## config.mk

```make
export PLATFORM = sky130hd
export DESIGN_NAME = tick_monitor
export DESIGN_NICKNAME = d
export VERILOG_FILES = /design/src/rtl/tick_monitor.sv
export SDC_FILE = /design/constraint.sdc
export NUM_CORES = 1
export LEC_CHECK = 0
export CAP_MARGIN = 20
export CORE_ASPECT_RATIO = 0.75
export CORE_MARGIN = 1
export CORE_UTILIZATION = 55
export CTS_BUF_LIST = sky130_fd_sc_hd__clkbuf_8
export DETAILED_ROUTE_END_ITERATION = 10
export MAX_ROUTING_LAYER = met4
export PLACE_DENSITY = 0.8
export SLEW_MARGIN = 40
export SYNTH_ARGS = -nofsm -noshare
export SYNTH_HDL_FRONTEND = slang
export SYNTH_SLANG_ARGS = --single-unit
```

## constraint.sdc

```tcl
create_clock -name clk -period 2.5 [get_ports clk]
set_input_delay 0.625 -clock clk [delete_from_list [all_inputs] [get_ports clk]]
set_output_delay 0.625 -clock clk [all_outputs]
set_load 0.01 [all_outputs]
```

## src/rtl/tick_monitor.sv

```systemverilog
// ---------------------------------------------------------------------------
// tick_monitor : measures tick-to-tick period, tracks lock, flags bad ticks
// Rev 1.0
// ---------------------------------------------------------------------------
`default_nettype none
`timescale 1ns/1ps

module tick_monitor #(
  parameter int EXPECTED   = 100,
  parameter int TOLERANCE  = 0,
  parameter int LOCK_COUNT = 4,
  parameter int TIMEOUT    = 2*EXPECTED,
  localparam int W         = $clog2(TIMEOUT+1)
) (
  input  logic         clk,
  input  logic         rst_n,
  input  logic         en_in,
  output logic [W-1:0] period,
  output logic         period_valid,
  output logic         locked,
  output logic         err_early,
  output logic         err_late,
  output logic [7:0]   err_cnt
);

  localparam int GW = (LOCK_COUNT > 1) ? $clog2(LOCK_COUNT) : 1;

  localparam logic [W-1:0]  LO_BOUND   = W'(EXPECTED - TOLERANCE);
  localparam logic [W-1:0]  HI_BOUND   = W'(EXPECTED + TOLERANCE);
  localparam logic [W-1:0]  TIMEOUT_W  = W'(TIMEOUT);
  localparam logic [GW-1:0] GOOD_LAST  = GW'(LOCK_COUNT - 1);

  typedef enum logic [1:0] {
    IDLE   = 2'd0,
    SYNC   = 2'd1,
    LOCKED = 2'd2
  } state_t;

  state_t        state_q, state_d;
  logic [W-1:0]  cnt_q, cnt_d;
  logic [GW-1:0] good_q, good_d;
  logic [W-1:0]  period_q, period_d;
  logic          period_valid_q, period_valid_d;
  logic          locked_q, locked_d;
  logic          err_early_q, err_early_d;
  logic          err_late_q, err_late_d;
  logic [7:0]    err_cnt_q, err_cnt_d;

  logic [W-1:0]  meas;
  logic          in_tol;
  logic          is_early;
  logic          timeout_hit;
  logic [7:0]    err_cnt_inc;

  // meas is the period that would be reported if a tick is sampled this edge
  assign meas        = cnt_q + W'(1);
  assign is_early    = (meas < LO_BOUND);
  assign in_tol      = (meas >= LO_BOUND) && (meas <= HI_BOUND);
  assign timeout_hit = (meas == TIMEOUT_W);
  assign err_cnt_inc = (err_cnt_q == 8'hFF) ? 8'hFF : (err_cnt_q + 8'd1);

  always_comb begin
    state_d        = state_q;
    cnt_d          = cnt_q;
    good_d         = good_q;
    period_d       = period_q;
    period_valid_d = 1'b0;
    locked_d       = locked_q;
    err_early_d    = 1'b0;
    err_late_d     = 1'b0;
    err_cnt_d      = err_cnt_q;

    case (state_q)
      IDLE: begin
        cnt_d    = '0;
        good_d   = '0;
        locked_d = 1'b0;
        if (en_in) begin
          state_d = SYNC;
        end
      end

      SYNC: begin
        if (en_in) begin
          cnt_d          = '0;
          period_d       = meas;
          period_valid_d = 1'b1;
          if (in_tol) begin
            if (good_q == GOOD_LAST) begin
              state_d  = LOCKED;
              locked_d = 1'b1;
              good_d   = '0;
            end else begin
              good_d = good_q + GW'(1);
            end
          end else begin
            good_d = '0;
          end
        end else if (timeout_hit) begin
          state_d = IDLE;
          cnt_d   = '0;
          good_d  = '0;
        end else begin
          cnt_d = meas;
        end
      end

      LOCKED: begin
        if (en_in) begin
          cnt_d          = '0;
          period_d       = meas;
          period_valid_d = 1'b1;
          if (!in_tol) begin
            err_early_d = is_early;
            err_late_d  = !is_early;
            err_cnt_d   = err_cnt_inc;
            locked_d    = 1'b0;
            good_d      = '0;
            state_d     = SYNC;
          end
        end else if (timeout_hit) begin
          // Missing tick: reported as late, then resynchronise from scratch
          err_late_d = 1'b1;
          err_cnt_d  = err_cnt_inc;
          locked_d   = 1'b0;
          good_d     = '0;
          cnt_d      = '0;
          state_d    = IDLE;
        end else begin
          cnt_d = meas;
        end
      end

      default: begin
        state_d  = IDLE;
        cnt_d    = '0;
        good_d   = '0;
        locked_d = 1'b0;
      end
    endcase
  end

  always_ff @(posedge clk or negedge rst_n) begin
    if (!rst_n) begin
      state_q        <= IDLE;
      cnt_q          <= '0;
      good_q         <= '0;
      period_q       <= '0;
      period_valid_q <= 1'b0;
      locked_q       <= 1'b0;
      err_early_q    <= 1'b0;
      err_late_q     <= 1'b0;
      err_cnt_q      <= 8'd0;
    end else begin
      state_q        <= state_d;
      cnt_q          <= cnt_d;
      good_q         <= good_d;
      period_q       <= period_d;
      period_valid_q <= period_valid_d;
      locked_q       <= locked_d;
      err_early_q    <= err_early_d;
      err_late_q     <= err_late_d;
      err_cnt_q      <= err_cnt_d;
    end
  end

  assign period       = period_q;
  assign period_valid = period_valid_q;
  assign locked       = locked_q;
  assign err_early    = err_early_q;
  assign err_late     = err_late_q;
  assign err_cnt      = err_cnt_q;

endmodule

`default_nettype wire

```

# --- Yosys cells after proc, flatten, opt, wreduce, memory -nomap -nowiden ---
# Cells that the tools add are included.
# W data, S select, Z words.
word_totals:
  reg_bits: 32
  elab_cells: 76
  input_bits: 3
  out_inout_bits: 20
classes:
  n_lt_le_gt_ge: 3
  n_reduce_logical: 9
  n_addsub: 3
  mux: 38
  eq_ne: 14
ops:
  columns: ["op", "count"]
  rows:
  - ["$mux W8", 7]
  - ["$mux W2", 13]
  - ["$add A8 B1 Y8 const B", 2]
  - ["$eq A8 B8 Y1 const B", 2]
  - ["$mux W1", 15]
  - ["$ne A3 B3 Y1 const B", 4]
  - ["$ne A2 B2 Y1 const B", 5]
  - ["$ge A8 B7 Y1 const B", 1]
  - ["$le A8 B7 Y1 const B", 1]
  - ["$lt A8 B7 Y1 const B", 1]
  - ["$pmux W2 S3", 1]
  - ["$reduce_and A5 Y1", 1]
  - ["$eq A2 B2 Y1 const B", 2]
  - ["$pmux W2 S2", 1]
  - ["$reduce_and A4 Y1", 1]
  - ["$reduce_and A3 Y1", 1]
  - ["$add A2 B1 Y2 const B", 1]
  - ["$eq A2 B1 Y1 const B", 1]
  - ["$logic_not A2 Y1", 1]
  - ["$pmux W1 S2", 1]
  - ["$reduce_and A2 Y1", 1]
  - ["$reduce_bool A2 Y1", 1]
  - ["$reduce_or A2 Y1", 1]
  - ["$logic_and A1 B1 Y1", 1]
  - ["$logic_not A1 Y1", 1]

# --- Logic depth before layout (Yosys ltp) ---
depth:
  word_depth: 6
  depth_mapped: 8
  depth_no_buf: 7

# --- Worst setup path before layout ---
# OpenSTA, ideal clock, no wires.
synth_path:
  path_type: "reg-to-reg"
  from: "register cnt_q[0]"
  to: "register err_cnt_q[7], in the netlist err_cnt[7]"
  n_path_buf: 1
  path_stages_with_launch: 8
  path_slack_ns: 0.463
  arrival_time_ns: 1.910
  path_cell_list: "dfrtp_1 -> ha_1 -> buf_4 -> and4b_1 -> a21o_1 -> o21a_4 -> nor4b_4 -> mux2_1"
synth_via:
  elab_chain_cells: 5
synth_lines:
  columns: ["element", "line_no", "text"]
  rows:
  - ["start: declaration", "40", "logic [W-1:0] cnt_q, cnt_d;"]
  - ["start signal: assignment", "156", "cnt_q <= cnt_d;"]
  - ["$add A8 B1 Y8 *", "56", "assign meas = cnt_q + W'(1);"]
  - ["$ge A8 B7 Y1 or $le A8 B7 Y1 (tied branches)", "58", "assign in_tol = (meas >= LO_BOUND) && (meas <= HI_BOUND);"]
  - ["$logic_and A1 B1 Y1", "58", null]
  - ["$ne A2 B2 Y1 (no line)", null, null]
  - ["$reduce_and A3 Y1 (no line) *", null, null]
  - ["end signal: assignment", "163", "err_cnt_q <= err_cnt_d;"]
  - ["end: declaration", "47", "logic [7:0] err_cnt_q, err_cnt_d;"]
# Every way passes the cells marked *; elsewhere a longest branch is shown, timed or not.
# A chain may end at the register's enable or synchronous reset.

# --- Worst setup path after layout ---
# Ends and elaborated chain as after synthesis.

==> results.txt <==
outcome -> completed
I/O pins -> 23
Critical Path Fanout Max -> 9
yosys warns -> 0
Achievable Freq -> 447 MHz
grt met2 use -> 0.393
WP data required -> 2.66 ns
R2R setup slack -> 0.26 ns
final WL -> 3620 um
largest family of logic cells by synthesized area -> simple AND/OR/NAND/NOR gates
setup TNS -> 0 ns
Post-Synth Simple-Gate Area -> 0.224
clock skew -> 0.00535 ns
fin nets -> 220
Post-Synthesis Cells -> 182
DR vias/cell -> 5.83
min-delay src -> period[0]$_DFFE_PN0P_
xor/xnor share of the synthesized area -> 0.0300
drt drc -> 0
syn avg cell area -> 9.61 um2
RSZ-0062 raised after global routing -> false
CP arrival -> 2.39 ns
Switch Pwr -> 331 uW
Synth async-reset ratio -> 1.00
Hold Path Class -> flip-flop to flip-flop
Core Area -> 2980 um2
multiplexer area fraction after synthesis -> 0.0308
GP Congestion -> 0.975
initial core utilization -> 0.587
clock power share -> 0.320
vias in the first global route -> 1403
ranking of synthesized cells by area -> dfrtp_1 (46%), ha_1 (5.0%), o21ai_0 (4.9%), nand2_1 (4.7%), nor2_1 (3.0%)
Syn Nets -> 192
Port Buffers -> 22
CTS resizes -> 0
Max transition margin -> 0.704
clock root buffer -> clkbuf_8
hold_buf cts -> 0
CTS tree -> built
initial antenna violation count -> 0
post-route ant nets -> 0
Adder-Cell Fraction of Synth Area -> 0.0501
Filler Cell Count -> 232
worst hold stages -> 2
Cell Pwr Density -> 567 nW/um2
final hold viol count -> 0
worst skew pair latency -> 0.27 ns
max-cap violations -> 0
GR Layer Usage met3 -> 0.0536
RR Startpoint -> cnt_q[0]$_DFF_PN0_
total grt overflow -> 0
worst hold endpoint -> period[0]$_DFFE_PN0P_
Final Critical Period -> 2.24 ns
drt first pass iters -> 4
H-tree Lvls -> 2
die area -> 3410 um2
worst r2r dst -> err_cnt[7]$_DFFE_PN0P_
R2R depth -> 6
Pint -> 866 uW
first-pass GRT wire length -> 6350 um
Die Y -> 50.8 um
Net Sw Frac -> 0.276
crit path kind -> flip-flop to flip-flop
Clock Pin Slew Worst Setup and Hold Paths -> 0.06 ns
Final Power -> 1.20 mW
Post-DP HPWL -> 2660 um
largest net degree at the start of global routing -> 33
GRT busiest layer -> met2
CP Capture Type -> flip-flop
Die X -> 67.1 um
area post-placement -> 2020 um2
top cell type's share of synthesized area -> 0.458
Synth area leader -> dfrtp_1
footprint of the multi-input gates -> 893 um2
Synth Area in Compound Gates -> 0.176
antenna cells -> 0
Unique masters post-synth -> 44
grt met1 use -> 0.347
leakage power -> 0.951 nW
sequential fraction of the synthesis area -> 0.458
GR Util All Layers -> 0.256
Row Count -> 17
Primary FF master, synth -> dfrtp_1
Register Area -> 801 um2
setup bufs post-CTS -> 0
Iteration-0 DRC Markers -> 119
EDFF count, synth -> 0
CTS Sinks -> 32
#FFs+latches synth -> 32
measured slew at the worst slew-check pin -> 0.442 ns
Flop pwr share -> 0.483
mapped cell area -> 1750 um2
TritonCTS buffer count -> 5
DR vias -> 1452
design area -> 2110 um2
clk buf depth -> 2
layout cells sized above 1 -> 0.0948
final-report setup violation count -> 0
fin crit share -> 0.894
share of total power in combinational logic -> 0.198
routed len/inst -> 14.5 um
area grow syn2layout -> 20.7%
Setup crit start kind -> flip-flop
CP startpoint -> cnt_q[0]$_DFF_PN0_
Peak VDD IR -> 0.527 mV
Final Max Slew Viols -> 0
[synth_stat cells, types with 3 or more instances]
library cell  count
dfrtp_1          32
nand2_1          22
o21ai_0          17
nor2_1           14
a21oi_1           8
ha_1              7
inv_1             6
a31oi_1           5
and2_1            5
a211oi_1          4
nand3_1           4
nand4_1           4
nor2b_1           4
nor3_1            4
and3_1            3
and4b_1           3
xnor2_1           3
xor2_1            3
[worst max-delay path: stages (launching register included)]
cell,delay [ns]
dfrtp_1,0.45
ha_1,0.36
and4b_1,0.30
nand4_2,0.14
o21a_4,0.25
nor4b_4,0.27
mux2_1,0.34
[area by class of cell]
cell class              instances  share of cell area
multi-input cells             138               0.423
clock inverters                 2             0.00355
well taps                      38              0.0225
clock buffers                   6              0.0391
flip-flops and latches         32               0.379
inverters                       6              0.0107
repair buffers                 27               0.122
[metal layers]
metal | share of wire | routed length (um)
met1 | 0.48 | 1740
met2 | 0.46 | 1680
met3 | 0.051 | 185
met4 | 0.0050 | 18
met5 | 0 | 0
[worst max-delay path by stage]
stage / end / slack, ns
2_1_floorplan: err_cnt[7]$_DFFE_PN0P_ / 0.46
3_3_place_gp: err_cnt[7]$_DFFE_PN0P_ / 0.21
3_5_place_dp: err_cnt[7]$_DFFE_PN0P_ / 0.18
4_1_cts: err_cnt[7]$_DFFE_PN0P_ / 0.27
5_1_grt: err_cnt[7]$_DFFE_PN0P_ / 0.11
6_report: err_cnt[7]$_DFFE_PN0P_ / 0.26
[registers in the layout, summed over array words and instances, names as in the netlist]
register and cells:
err_late 1, period_valid 1, err_cnt 8, locked 1, period 8, good_q 2, state_q 2, cnt_q 8
err_early 1
[cells by family after synthesis]
group,count (synthesis)
buffers and inverters,12
AOI/OAI and AO/OA,48
adders and majority gates,7
muxes,5
xor gates and xnor gates,6
and+or+nand+nor,72
DFF,32
[power by group through the flow]
| stage | combinational, mW | sequential, mW | clock [mW] |
|---|---|---|---|
| 5_1_grt | 0.265 | 0.582 | 0.410 |
| 3_3_place_gp | 0.225 | 0.585 | 0 |
| 2_1_floorplan | 0.135 | 0.593 | 0 |
| 3_5_place_dp | 0.235 | 0.587 | 0 |
| 4_1_cts | 0.236 | 0.578 | 0.396 |
| 6_report | 0.236 | 0.578 | 0.383 |
[placed cells by master, fill, tap and decap left out, drive strengths merged, types with 4 or more instances in the layout]
cell type | synthesis | layout
a211oi | 4 | 4
a21oi | 8 | 8
a31oi | 5 | 5
and2 | 5 | 5
buf | 4 | 5
clkbuf | 2 | 6
clkdlybuf4s50 | 0 | 22
dfrtp | 32 | 32
ha | 7 | 7
inv | 6 | 8
nand2 | 23 | 23
nand3 | 4 | 4
nand4 | 5 | 5
nor2 | 14 | 14
nor2b | 4 | 4
nor3 | 4 | 4
o21ai | 18 | 18
[metrics by stage]
step            util  setup slack (ns)  instances  hold WS (ns)
3_3_place_gp   0.679             0.210        241         0.461
2_1_floorplan      -             0.463        182         0.329
3_5_place_dp   0.679             0.180        241         0.475
5_1_grt        0.709             0.107        249         0.517
6_report       0.709             0.264        249         0.484
4_1_cts        0.709             0.273        249         0.489
Note: power is estimated with default switching activity, not from simulation.
==> variant, RTL diff (same settings) <==
Make the reset (`rst_n`) synchronous in one clocked block.
--- a/src/rtl/tick_monitor.sv
+++ b/src/rtl/tick_monitor.sv
@@ -140,7 +140,7 @@
     endcase
   end
 
-  always_ff @(posedge clk or negedge rst_n) begin
+  always_ff @(posedge clk) begin
     if (!rst_n) begin
       state_q        <= IDLE;
       cnt_q          <= '0;
Check against the original RTL: differs if rst_n is asserted again (counterexample within 4 cycles, from zero or initial values and one cycle with rst_n low); with rst_n held inactive, the same outputs for 10 cycles.
==> variant against the unedited design <==
  * Combinational power up 54%
  * Area after synthesis is 3.8% higher
  * Setup slack better by 0.025 ns
  * Total power rose by 26%
  * Final area is 5.1% higher
  * Sequential cell count unchanged
  * Clock power up 42%
  * Routed wire length grew 33%
  * Highest routed layer unchanged
==> variant: results (changes against the unedited design) <==
Critical path
  – Setup slack, reg-to-reg: 0.29 ns (+0.03 ns)
  – Crit Path Max Fanout: 7 (-2)
  – CP max stage cell: dfxtp_1
  – Delay-heaviest family, CP: compound AO/OA/AOI/OAI gates
  – Max incr delay on CP: 0.42 ns (-0.03 ns)
  – CP Capture Type: flip-flop

Global routing
  – Largest net degree at the start of global routing: 16 (-52%)
  – Tot GR Track Use: 0.316 (+0.0600)
  – First-pass GRT wire length: 7880 um (+24%)
  – Vias in the first global route: 1,665 (+19%)

Placement
  – Area after DPL: 0.00209 mm^2 (+3.5%)
  – Placement Setup Slack: 0.143 ns (-0.0363 ns)
  – Detailed Place HPWL: 3410 um (+28%)
  – Placed cells: 259 (+7.5%)
  – Placer Congestion: 0.943 (-3.3%)

Power and ir drop
  – Comb power: 363 uW (+54%)
  – P_clk: 543 uW (+42%)
  – Leak: 0.792 nW (-17%)
  – Seq pwr: 597 uW (+3%)

Detailed routing
  – DR pass1 iterations: 5 (+1)
  – Via-per-instance ratio: 6.51 (+12%)
  – Average wire per standard cell: 18.0 um (+24%)
  – DR iter-0 viols: 195 (+64%)

STA
  – Worst-Margin Slew: 0.567 ns (+0.125 ns)
  – Crit path time final: 2.21 ns (-0.0251 ns)
  – Hold_ws: 0.479 ns (-0.00504 ns)
  – Setup Skew: 0.00678 ns (+0.00143 ns)

Clock tree
  – Clock latency on the worst-skew pair: 0.29 ns (+0.02 ns)

Synthesis
  – Syn nets: 210 (+9.4%)
  – Top cells by area, synth: dfxtp_1 35%, ha_1 4.8%, nor2_1 3.9%
  – Cells after synthesis: 200 (+9.9%)
  – Share of flip-flops with an asynchronous set or reset: 0 (-1.00)
  – Synth cell count leaders: 32 x dfxtp_1, 19 x nor2_1, 11 x nand2_1

Finish
  – Layout cells sized above 1: 0.144 (+0.0493)
  – Total Nets Final: 238 (+8.2%)

Outcome
  – Outcome: complete, no violations
-- variant: cell count changes after synthesis, sizes merged, moves of 5 or more --
cell and delta:
o21ai -11, nand3 +5, and3 +8, dfrtp -32, nand2 -12, dfxtp +32, nor2 +5
-- variant: cells by family (layout without fill, tap and decap cells) --
| logic type | count (synthesis) | count (layout) | share of synthesized area |
|---|---|---|---|
| AND/OR/NAND/NOR | 77 | 77 | 0.243 |
| AO/OA/AOI/OAI | 55 | 55 | 0.252 |
| flip-flops | 32 | 32 | 0.353 |
| buffers and inverters | 18 | 47 | 0.0462 |
| adder cells (fa/ha/maj) | 7 | 7 | 0.0482 |
| XOR/XNOR | 6 | 6 | 0.0290 |
| multiplexers | 5 | 5 | 0.0283 |
-- variant: routing by layer --
| layer | global-route usage | vias up | wire length [um] |
|---|---|---|---|
| met4 | 0.174 | 0 | 187 |
| met2 | 0.461 | 92 | 2090 |
| met1 | 0.393 | 806 | 2170 |
| met5 | - | - | 0 |
| li1 | - | 820 | - |
| met3 | 0.0855 | 21 | 359 |
-- variant: worst paths after layout --
path	startpoint	to	cells after the start
max reg2reg	cnt_q[0]$_SDFF_PP0_	err_cnt[5]$_SDFFE_PN0P_	6
max	cnt_q[0]$_SDFF_PP0_	err_cnt[5]$_SDFFE_PN0P_	6
min reg2reg	locked$_SDFFE_PN0P_	locked$_SDFFE_PN0P_	2
min	locked$_SDFFE_PN0P_	locked$_SDFFE_PN0P_	2
-- variant: area by class of cell --
cell class	instances	area (um^2)
Sequential cell	32	641
Inverter	9	33.8
Timing Repair Buffer	30	280
Clock inverter	1	30.0
Multi-Input combinational cell	150	1090
Fill cell	233	822
Tap cell	38	47.5
Clock buffer	7	96.3
